## src/rtl/multi_toggle_pkg.sv

```systemverilog
// multi_toggle_pkg: mode encodings and channel period helper for multi_toggle_gen
package multi_toggle_pkg;
  localparam logic MODE_TOGGLE = 1'b0;
  localparam logic MODE_PULSE  = 1'b1;
  function automatic int calc_limit(input int shadow, input int speed_w, input int step);
    return ((1 << speed_w) - shadow) * step;
  endfunction
endpackage

```

## src/rtl/toggle_channel.sv

```systemverilog
// toggle_channel: one output channel counting base ticks up to a speed-derived limit
module toggle_channel
  import multi_toggle_pkg::*;
#(
  parameter int SPEED_W = 4,
  parameter int STEP    = 1
) (
  input  logic               clk,
  input  logic               rst,
  input  logic               sync,
  input  logic               tick,
  input  logic               en,
  input  logic               mode,
  input  logic [SPEED_W-1:0] speed,
  output logic               out,
  output logic               wrap
);
  localparam int CW = $clog2((2 ** SPEED_W) * STEP + 1);
  logic [CW-1:0] cnt_q, cnt_d, lim;
  logic [SPEED_W-1:0] shadow_q, shadow_d;
  logic out_q, out_d, wrap_q, wrap_d, en_q, run, term;
  always_comb begin
    lim      = CW'(calc_limit(int'(shadow_q), SPEED_W, STEP));
    // the cycle en rises only loads the shadow, so the first period is a full one
    run      = en & en_q & ~sync;
    term     = run & tick & (cnt_q == lim - 1'b1);
    cnt_d    = (~run | term) ? '0 : cnt_q + CW'(tick);
    shadow_d = (sync | term | (en & ~en_q)) ? speed : shadow_q;
    wrap_d   = term;
    out_d    = (sync | ~en) ? 1'b0 :
               (mode == MODE_PULSE) ? term :
               (mode == MODE_TOGGLE) ? out_q ^ term : 1'b0;
  end
  always_ff @(posedge clk) begin
    if (rst) begin
      cnt_q    <= '0;
      shadow_q <= '0;
      out_q    <= 1'b0;
      wrap_q   <= 1'b0;
      en_q     <= 1'b0;
    end else begin
      cnt_q    <= cnt_d;
      shadow_q <= shadow_d;
      out_q    <= out_d;
      wrap_q   <= wrap_d;
      en_q     <= en;
    end
  end
  assign out  = out_q;
  assign wrap = wrap_q;
endmodule

```

## src/rtl/multi_toggle_gen.sv

```systemverilog
// multi_toggle_gen: shared prescaler driving N_CH independent toggle/pulse channels
module multi_toggle_gen
  import multi_toggle_pkg::*;
#(
  parameter int N_CH     = 4,
  parameter int SPEED_W  = 4,
  parameter int PRESCALE = 50000,
  parameter int STEP     = 1
) (
  input  logic                    clk,
  input  logic                    rst,
  input  logic [N_CH-1:0]         en,
  input  logic [N_CH-1:0]         mode,
  input  logic [N_CH*SPEED_W-1:0] speed,
  input  logic                    sync,
  output logic [N_CH-1:0]         out,
  output logic [N_CH-1:0]         wrap
);
  localparam int PW = (PRESCALE > 1) ? $clog2(PRESCALE) : 1;
  logic [PW-1:0] pre_q, pre_d;
  logic tick;
  always_comb begin
    tick  = pre_q == PW'(PRESCALE - 1);
    pre_d = (sync | tick) ? '0 : pre_q + 1'b1;
  end
  always_ff @(posedge clk) begin
    if (rst) pre_q <= '0;
    else pre_q <= pre_d;
  end
  for (genvar g = 0; g < N_CH; g++) begin : g_ch
    toggle_channel #(.SPEED_W(SPEED_W), .STEP(STEP)) u_ch (
      .clk  (clk),
      .rst  (rst),
      .sync (sync),
      .tick (tick),
      .en   (en[g]),
      .mode (mode[g]),
      .speed(speed[g*SPEED_W +: SPEED_W]),
      .out  (out[g]),
      .wrap (wrap[g])
    );
  end
endmodule

```

## config.mk

```make
export PLATFORM = sky130hd
export DESIGN_NAME = multi_toggle_gen
export DESIGN_NICKNAME = d
export VERILOG_FILES = /design/src/rtl/multi_toggle_pkg.sv /design/src/rtl/toggle_channel.sv /design/src/rtl/multi_toggle_gen.sv
export SDC_FILE = /design/constraint.sdc
export NUM_CORES = 1
export LEC_CHECK = 0
export ABC_AREA = 1
export CAP_MARGIN = 20
export CORE_MARGIN = 3
export CORE_UTILIZATION = 35
export DETAILED_ROUTE_END_ITERATION = 16
export GPL_TIMING_DRIVEN = 0
export SKIP_CTS_REPAIR_TIMING = 1
export SYNTH_ARGS = -nofsm -noshare
export SYNTH_HDL_FRONTEND = slang
export SYNTH_SLANG_ARGS = --single-unit
```

## constraint.sdc

```tcl
create_clock -name clk -period 1.8 [get_ports clk]
set_input_delay 0.36 -clock clk [delete_from_list [all_inputs] [get_ports clk]]
set_output_delay 0.36 -clock clk [all_outputs]
set_load 0.005 [all_outputs]
```

==> impl_metrics.toml, run 1 <==
[drt]
drc_errors = 0
first_pass_iters = 5
postRouteAntennaNets = 0
wl_mm = 7.02
via_count = 2929
vias_per_cell = 4.61
avgRoutedWirePerCell_um = 11.1
drtIter0Drc = 43

[clocking]
cts_root_buf = "clkbuf_8"
cts.clk_slew.worst_paths_ns = 0.08
cts_buffers = 9
clock_path_buffers = 2
cts_htree_levels = 3
cts.sinks = 64
cts_tree = "built"
clkLatencyLatePin_ns = 0.34

[setup_path]
crit_buf_inv = 2
required_ns = 2.03
cp-start-kind = "flop"
cp_cell_sequence = "ha_4, nand3_4, nor2_4, inv_4, nor2_8, buf_6, ha_4, ha_4, nand3_1, xor2_1, nor2_1"
cpMostUsedCell = "ha_4"
critPathCaptureType = "flop"
critPathSlowestCell = "dfxtp_4"
crit_type = "reg2reg"
crit_fanout = 4
crit_family = "simple AND/OR/NAND/NOR gates"
ff2ff_setup_slack_ns = 0.06
slowest_delay_ns = 0.37
crit_arrival_ns = 1.97

[floorplanning]
io-pin-count = 35
initial_core_util_pct = 36.5
die_w_um = 102
die_y_um = 102
die_area_sq_um = 10400
row_count = 34
fp.coreArea_sq_um = 8810

[finish]
fill_cells = 868
ff_latch_area_sq_um = 1290
layout.cells.most_common = "nor2_1"
syn_to_final_growth_pct = 30.5
drive_above_1_share_pct = 14.8
nNetsFinal = 558
layout_common_cells = "nor2_1, nand2_1, inv_1"
n_antenna_cell = 0
multi_input_area_sq_um = 1760

[sta]
period_share_pct = 96.7
fin_skew_ns = 0.0114
min_period_ns = 1.74
drv_slew = 0
fmax_mhz = 575
tns_ns = 0
worst_pin_slew_ns = 0.425
final-setup-viol-count = 0
finalHoldViolations = 0
rsz0062_at_grt = "true"
slew_headroom_pct = 71.7

[global_routing]
grt_pass1_vias = 2604
antenna_found_initial = 0
grt_util_met3_pct = 2.46
met1_usage_pct = 18.1
grt-ovfl-total = 0
grt.busiest_layer = "met2"
grt_max_degree = 12
use_met2_pct = 22.8
grt_pass1_wl_mm = 11.5
grt_usage_pct = 14.0

[pwr]
power.total_w = 0.00326
leakage_nw = 1.71
powerDensity_nw_per_um2 = 778
ir_drop_mv = 0.434

[hold_path]
hold_class = "reg2reg"

[job]
drv_cap = 0

[logic_synthesis]
yosys_warnings = 0
yosys_register_bits = 64
syn_area_sq_um = 3210
synth_cell_types = 28
synthesis.nets = 504
synth_seq_area_share_pct = 39.9
synth.avg_cell_area_sq_um = 6.87
syn_inst = 468

[place]
hpwl_mm = 4.98
portBuffers = 33
gp_congestion = 0.778

[outcome]
status = "completed"
[Yosys cell counts]
cell type	count	area (sq um)
dfxtp_1	64	1280
clkinv_1	1	3.75
xor2_1	10	87.6
nor2_2	7	43.8
o21bai_1	2	15.0
or2_1	2	12.5
ha_1	9	113
o21ai_0	12	60.1
a211oi_1	2	15.0
nor2_8	1	20.0
nand2_1	86	323
xnor2_1	5	43.8
nor3b_1	2	15.0
nand3_2	3	30.0
nand4_1	2	12.5
nor3_2	2	20.0
clkbuf_1	2	7.51
nand2_2	1	6.26
buf_4	10	75.1
or2_2	1	6.26
inv_1	62	233
nand3_1	41	205
nor3_1	11	55.1
inv_2	2	7.51
nor2_1	116	435
nor4_1	1	6.26
a21oi_1	7	35.0
nand2_4	4	45.0
[flip-flops by register name (all words and copies together) (netlist names)]
register / flops
g_ch.u_ch.shadow_q: 16
g_ch.u_ch.en_q: 4
g_ch.u_ch.cnt_q: 20
g_ch.u_ch.wrap: 4
g_ch.u_ch.out: 4
pre_q: 16
[through the flow]
step	hold slack, ns	setup WS (ns)	util, %	cells	area [sq um]
6_report	0.439	0.0595	47.6	635	4190
5_1_grt	0.460	-0.0945	47.6	635	4190
4_1_cts	0.455	-0.250	44.7	625	3930
3_5_place_dp	0.437	-0.275	41.8	609	3680
3_3_place_gp	0.429	-0.257	41.8	609	3680
2_1_floorplan	0.417	0.00877	-	468	3210
[where the power goes]
part	internal (W)	total [W]	switching, W
clock network	0.000994	0.00156	0.000567
logic	0.000105	0.000227	0.000121
registers	0.00145	0.00147	0.0000227
total	0.00255	0.00326	0.000711
[cell type report]
cell class / instances / share of cell area [%]
clock buffers: 11 / 3.61
well taps: 108 / 3.22
plain buffers: 12 / 1.97
multi-input cells: 327 / 41.9
repair buffers: 43 / 10.1
clock inverters: 5 / 2.45
flip-flops and latches: 64 / 30.8
inverters: 65 / 5.94
[final timing paths]
path	endpoint	depth (start not counted)	startpoint
setup reg to reg	g_ch[3].u_ch.cnt_q[4]$_SDFF_PP0_	11	pre_q[0]$_SDFF_PP0_
setup / recovery	g_ch[3].u_ch.cnt_q[4]$_SDFF_PP0_	11	pre_q[0]$_SDFF_PP0_
hold / removal	pre_q[0]$_SDFF_PP0_	1	pre_q[0]$_SDFF_PP0_
hold reg to reg	pre_q[0]$_SDFF_PP0_	1	pre_q[0]$_SDFF_PP0_
[cells by family (layout without fill, tap and decap cells)]
logic type                 count (synthesis)  in the layout  synth area share (%)
and+or+nand+nor                          280            280                  38.5
buffers and inverters                     77            136                  10.2
DFF                                       64             64                  39.9
AOI/OAI and AO/OA                         23             23                  3.89
xor gates and xnor gates                  15             15                  4.09
adders and majority gates                  9              9                  3.50
[metal layers]
layer  vias up  share of wire, %
li1       1552                 -
met1      1315                47
met2        52                47
met3        10               4.6
met4         0               1.8
met5         -                 0
[worst register-to-register path, stage by stage (launching register included)]
cell and delay (ns):
dfxtp_4 0.37, ha_4 0.14, nand3_4 0.10, nor2_4 0.15
inv_4 0.06, nor2_8 0.10, buf_6 0.15, ha_4 0.15
ha_4 0.13, nand3_1 0.09, xor2_1 0.15, nor2_1 0.06
Note: power is estimated with default switching activity, not from simulation.
==> run 2: changes to the inputs <==
Settings changed: PLACE_DENSITY from default to 0.58, SLEW_MARGIN from default to 20.
==> run 2 against run 1 <==
Effect of this change: via count shrank 1.1%; first-iteration DRC count grew 110%; clock power shrank 25%; sequential share of layout area grew 0.92 points; cell count shrank 0.47%; flip-flop and latch count is the same; die area is the same.
==> impl_metrics.toml, run 2 (same netlist as run 1, synthesis figures left out) <==
[finish]
largest_register_ffs = 20
layout.cells.most_common = "nor2_1"
drive_above_1_share_pct = 13.0
fill_cells = 868
regMostFlops = "g_ch.u_ch.cnt_q"
layout_common_cells = "nor2_1, nand2_1, inv_1"
top_regs = "g_ch.u_ch.cnt_q: 20 flops, g_ch.u_ch.shadow_q: 16 flops, pre_q: 16 flops"
nNetsFinal = 555
post-route-util_pct = 46.2
final_area_sq_um = 4070
syn_to_final_growth_pct = 26.8
n_antenna_cell = 0

[sta]
finalHoldViolations = 0
fin_skew_ns = 0.0113
period_share_pct = 97.5
hold_slack_ns = 0.437
worst_pin_slew_ns = 0.409
min_period_ns = 1.75
slew_headroom_pct = 72.6
drv_slew = 0
rsz0062_at_grt = "true"
layout_setup_ws_ns = 0.0458
final-setup-viol-count = 0
fmax_mhz = 570

[clocking]
cts.clk_slew.worst_paths_ns = 0.06
cts_buffers = 9
cts_htree_levels = 3
cts_root_buf = "clkbuf_8"
clkLatencyLatePin_ns = 0.34
cts.sinks = 64
clock_path_buffers = 2
cts_tree = "built"

[setup_path]
critPathCaptureType = "flop"
r2r_cells = 10
ff2ff_setup_slack_ns = 0.05
required_ns = 2.03
cp-start-kind = "flop"
cp_cell_sequence = "ha_4, nand3_4, nor2_4, inv_2, nor2_8, ha_4, ha_4, nand3_1, xor2_1, nor2_1"
cpMostUsedCell = "ha_4"
slowest_delay_ns = 0.35
crit_fanout = 8
critPathSlowestCell = "dfxtp_2"
reg2reg_to = "g_ch[2].u_ch.cnt_q[4]$_SDFF_PP0_"
r2r-start = "pre_q[1]$_SDFF_PP0_"
crit_type = "reg2reg"
crit_arrival_ns = 1.99

[place]
hpwl_mm = 5.02
dpl_cell_area_sq_um = 3680
pre_cts_ws_ns = -0.278
portBuffers = 33
gp_congestion = 0.806

[floorplanning]
fp.coreArea_sq_um = 8810
die_y_um = 102
initial_core_util_pct = 36.5
row_count = 34
die_w_um = 102
die_area_sq_um = 10400
io-pin-count = 35

[global_routing]
antenna_found_initial = 0
grt_pass1_vias = 2709
grt-ovfl-total = 0
grt_usage_pct = 13.9
grt_max_degree = 11
grt_pass1_wl_mm = 11.5

[drt]
via_count = 2897
drtIter0Drc = 91
drc_errors = 0
vias_per_cell = 4.58
wl_mm = 6.98
first_pass_iters = 4
postRouteAntennaNets = 0
avgRoutedWirePerCell_um = 11.0

[outcome]
status = "completed"

[pwr]
ir_drop_mv = 0.775
power.total_w = 0.00287
leakage_nw = 1.65
powerDensity_nw_per_um2 = 705

[hold_path]
min_path_cells = 1
min_to = "pre_q[0]$_SDFF_PP0_"
hold_class = "reg2reg"
hp-start = "pre_q[0]$_SDFF_PP0_"

[job]
drv_cap = 0
run 2: cell types whose count changed in the layout (fill, tap and decap cells not counted), sizes merged:
cell	change
buf	-3
bufinv	-2
clkbuf	+2
run 2: cell type report:
| type | instances | area, sq um | share of cell area [%] |
|---|---|---|---|
| plain buffers | 12 | 82.6 | 2.03 |
| inverters | 65 | 246 | 6.05 |
| clock inverters | 3 | 42.5 | 1.04 |
| multi-input cells | 327 | 1750 | 43.0 |
| well taps | 108 | 135 | 3.32 |
| repair buffers | 40 | 385 | 9.46 |
| flip-flops and latches | 64 | 1290 | 31.7 |
| clock buffers | 13 | 139 | 3.41 |
run 2: where the power goes:
group	switching, W	internal (W)	leakage [nW]
clock	0.000532	0.000640	0.0876
combinational	0.000121	0.000105	1.04
sequential	0.0000236	0.00145	0.524
total	0.000676	0.00219	1.65
run 2: critical path: cells and delay by family (launching register included):
family                   cells  cell delay (ns)
XOR/XNOR                     1             0.17
adder cells (fa/ha/maj)      3             0.48
flip-flops                   1             0.35
buffers and inverters        1             0.07
AND/OR/NAND/NOR              5             0.60
run 2: per-stage QoR:
stage / instances / TNS [ns]
4_1_cts: 625 / -1.21
3_3_place_gp: 609 / -8.52
2_1_floorplan: 468 / 0
3_5_place_dp: 609 / -9.02
5_1_grt: 632 / -0.123
6_report: 632 / 0
run 2: routing by layer:
layer	global-route usage (%)	share of wire, %	wire [um]
met5	0	0	0
met2	24.6	46	3240
met1	16.1	47	3280
met3	4.10	4.7	330
met4	4.84	1.7	118
run 2: worst max path at each step:
stage / start / cells past startpoint / end / slack (ns)
2_1_floorplan: pre_q[0]$_SDFF_PP0_ / 10 / g_ch[1].u_ch.cnt_q[4]$_SDFF_PP0_ / 0.009
3_3_place_gp: sync / 9 / g_ch[3].u_ch.cnt_q[3]$_SDFF_PP0_ / -0.27
3_5_place_dp: sync / 9 / g_ch[3].u_ch.cnt_q[4]$_SDFF_PP0_ / -0.28
4_1_cts: pre_q[0]$_SDFF_PP0_ / 10 / g_ch[2].u_ch.cnt_q[4]$_SDFF_PP0_ / -0.22
5_1_grt: pre_q[0]$_SDFF_PP0_ / 10 / g_ch[2].u_ch.cnt_q[4]$_SDFF_PP0_ / -0.05
6_report: pre_q[1]$_SDFF_PP0_ / 10 / g_ch[2].u_ch.cnt_q[4]$_SDFF_PP0_ / 0.05
==> run 3: changes to the inputs <==
Settings changed: PLACE_DENSITY 0.58 to 0.56, REMOVE_ABC_BUFFERS from default to 1.
Clock period 1.8 ns to 1.85 ns, I/O delays scaled along.
==> run 3 against run 2 <==
Effect of this change: clock skew fell by 0.0020 ns; sequential share of layout area is 0.46 points higher; setup slack worse by 0.0056 ns; critical path depth stayed put; flip-flop and latch count unchanged; non-clock buffer count is 5 lower.
==> impl_metrics.toml, run 3 (same netlist as run 1, synthesis figures left out) <==
[outcome]
status = "completed"

[floorplanning]
die_area_sq_um = 10400
row_count = 34
die_w_um = 102
fp.coreArea_sq_um = 8810
initial_core_util_pct = 36.5
die_y_um = 102
io-pin-count = 35

[hold_path]
hold_class = "reg2reg"

[setup_path]
cp_cell_sequence = "ha_4, nand3_4, nor2_4, inv_4, nor2_8, ha_2, ha_1, nand3_1, xor2_1, nor2_1"
cp-start-kind = "flop"
crit_fanout = 7
crit_buf_inv = 1
critPathSlowestCell = "dfxtp_2"
slowest_delay_ns = 0.36
crit_family = "simple AND/OR/NAND/NOR gates"
required_ns = 2.07
critPathCaptureType = "flop"
crit_arrival_ns = 2.03
crit_type = "reg2reg"

[drt]
postRouteAntennaNets = 0
via_count = 2823
wl_mm = 6.73
drtIter0Drc = 93
drc_errors = 0
vias_per_cell = 4.51
avgRoutedWirePerCell_um = 10.8
first_pass_iters = 4

[pwr]
ir_drop_mv = 0.310
leakage_nw = 1.65
powerDensity_nw_per_um2 = 703

[global_routing]
grt_usage_pct = 13.7
grt_pass1_vias = 2652
antenna_found_initial = 0
grt-ovfl-total = 0
grt_pass1_wl_mm = 11.3
grt_max_degree = 18

[sta]
finalHoldViolations = 0
min_period_ns = 1.81
slew_headroom_pct = 54.6
final-setup-viol-count = 0
rsz0062_at_grt = "true"
drv_slew = 0
fmax_mhz = 553
fin_skew_ns = 0.00928
worst_pin_slew_ns = 0.679
period_share_pct = 97.8

[clocking]
cts_root_buf = "clkbuf_8"
clkLatencyLatePin_ns = 0.34
cts_htree_levels = 3
cts_tree = "built"
cts.clk_slew.worst_paths_ns = 0.06
clock_path_buffers = 2
cts.sinks = 64
cts_buffers = 9

[finish]
largest_register_ffs = 20
drive_above_1_share_pct = 11.6
layout_common_cells = "nor2_1, nand2_1, inv_1"
n_antenna_cell = 0
post-route-util_pct = 45.4
top_regs = "g_ch.u_ch.cnt_q: 20 flops, g_ch.u_ch.shadow_q: 16 flops, pre_q: 16 flops"
nNetsFinal = 550
syn_to_final_growth_pct = 24.5
final_area_sq_um = 4000
regMostFlops = "g_ch.u_ch.cnt_q"
fin_cells = 626
layout.cells.most_common = "nor2_1"

[place]
hpwl_mm = 4.85
dp_cells = 598
portBuffers = 34
dpl_cell_area_sq_um = 3610
gp_congestion = 0.798

[job]
drv_cap = 0
[run 3: cell count changes in the layout (fill, tap and decap cells not counted), moves of 2 or more]
cell,previous run,this run
clkbuf_1,6,1
ha_1,0,3
inv_1,60,62
nand3_2,1,3
ha_4,9,5
buf_4,17,12
dfxtp_1,58,60
nand3_4,3,1
inv_2,3,1
clkinv_2,1,3
[run 3: cell type report]
| class | instances | area (sq um) |
|---|---|---|
| clock inverters | 4 | 45.0 |
| well taps | 108 | 135 |
| inverters | 65 | 250 |
| multi-input cells | 327 | 1690 |
| flip-flops and latches | 64 | 1290 |
| clock buffers | 11 | 141 |
| repair buffers | 47 | 453 |
| fillers | 907 | 4810 |
[run 3: final timing paths]
kind                       start                          endpoint  slack, ns  cells past startpoint
min reg2reg  pre_q[0]$_SDFF_PP0_               pre_q[0]$_SDFF_PP0_       0.45                      1
max          pre_q[0]$_SDFF_PP0_  g_ch[2].u_ch.cnt_q[4]$_SDFF_PP0_       0.04                     10
max reg2reg  pre_q[0]$_SDFF_PP0_  g_ch[2].u_ch.cnt_q[4]$_SDFF_PP0_       0.04                     10
min          pre_q[0]$_SDFF_PP0_               pre_q[0]$_SDFF_PP0_       0.45                      1
[run 3: report_power, final]
part	switching, W	internal, W
logic	0.000113	0.000104
clock network	0.000515	0.000645
registers	0.0000216	0.00141
[run 3: per-layer routing]
layer  global-route usage (%)  vias to the layer above  wire length [um]
met2                     23.6                       35              3250
li1                         -                     1530                 -
met1                     16.3                     1254              3130
met4                     3.63                        0                46
met3                     4.71                        4               301
met5                        0                        -                 0
[run 3: per-stage QoR]
stage | setup TNS (ns) | worst slack (ns) | hold WS (ns) | total power [W]
6_report | 0 | 0.0402 | 0.446 | 0.00281
5_1_grt | -0.232 | -0.0783 | 0.466 | 0.00294
4_1_cts | -11.95 | -0.549 | 0.451 | 0.00285
3_5_place_dp | -26.78 | -0.908 | 0.442 | 0.00168
3_3_place_gp | -25.92 | -0.888 | 0.430 | 0.00167
2_1_floorplan | 0 | 0.0588 | 0.418 | 0.00158
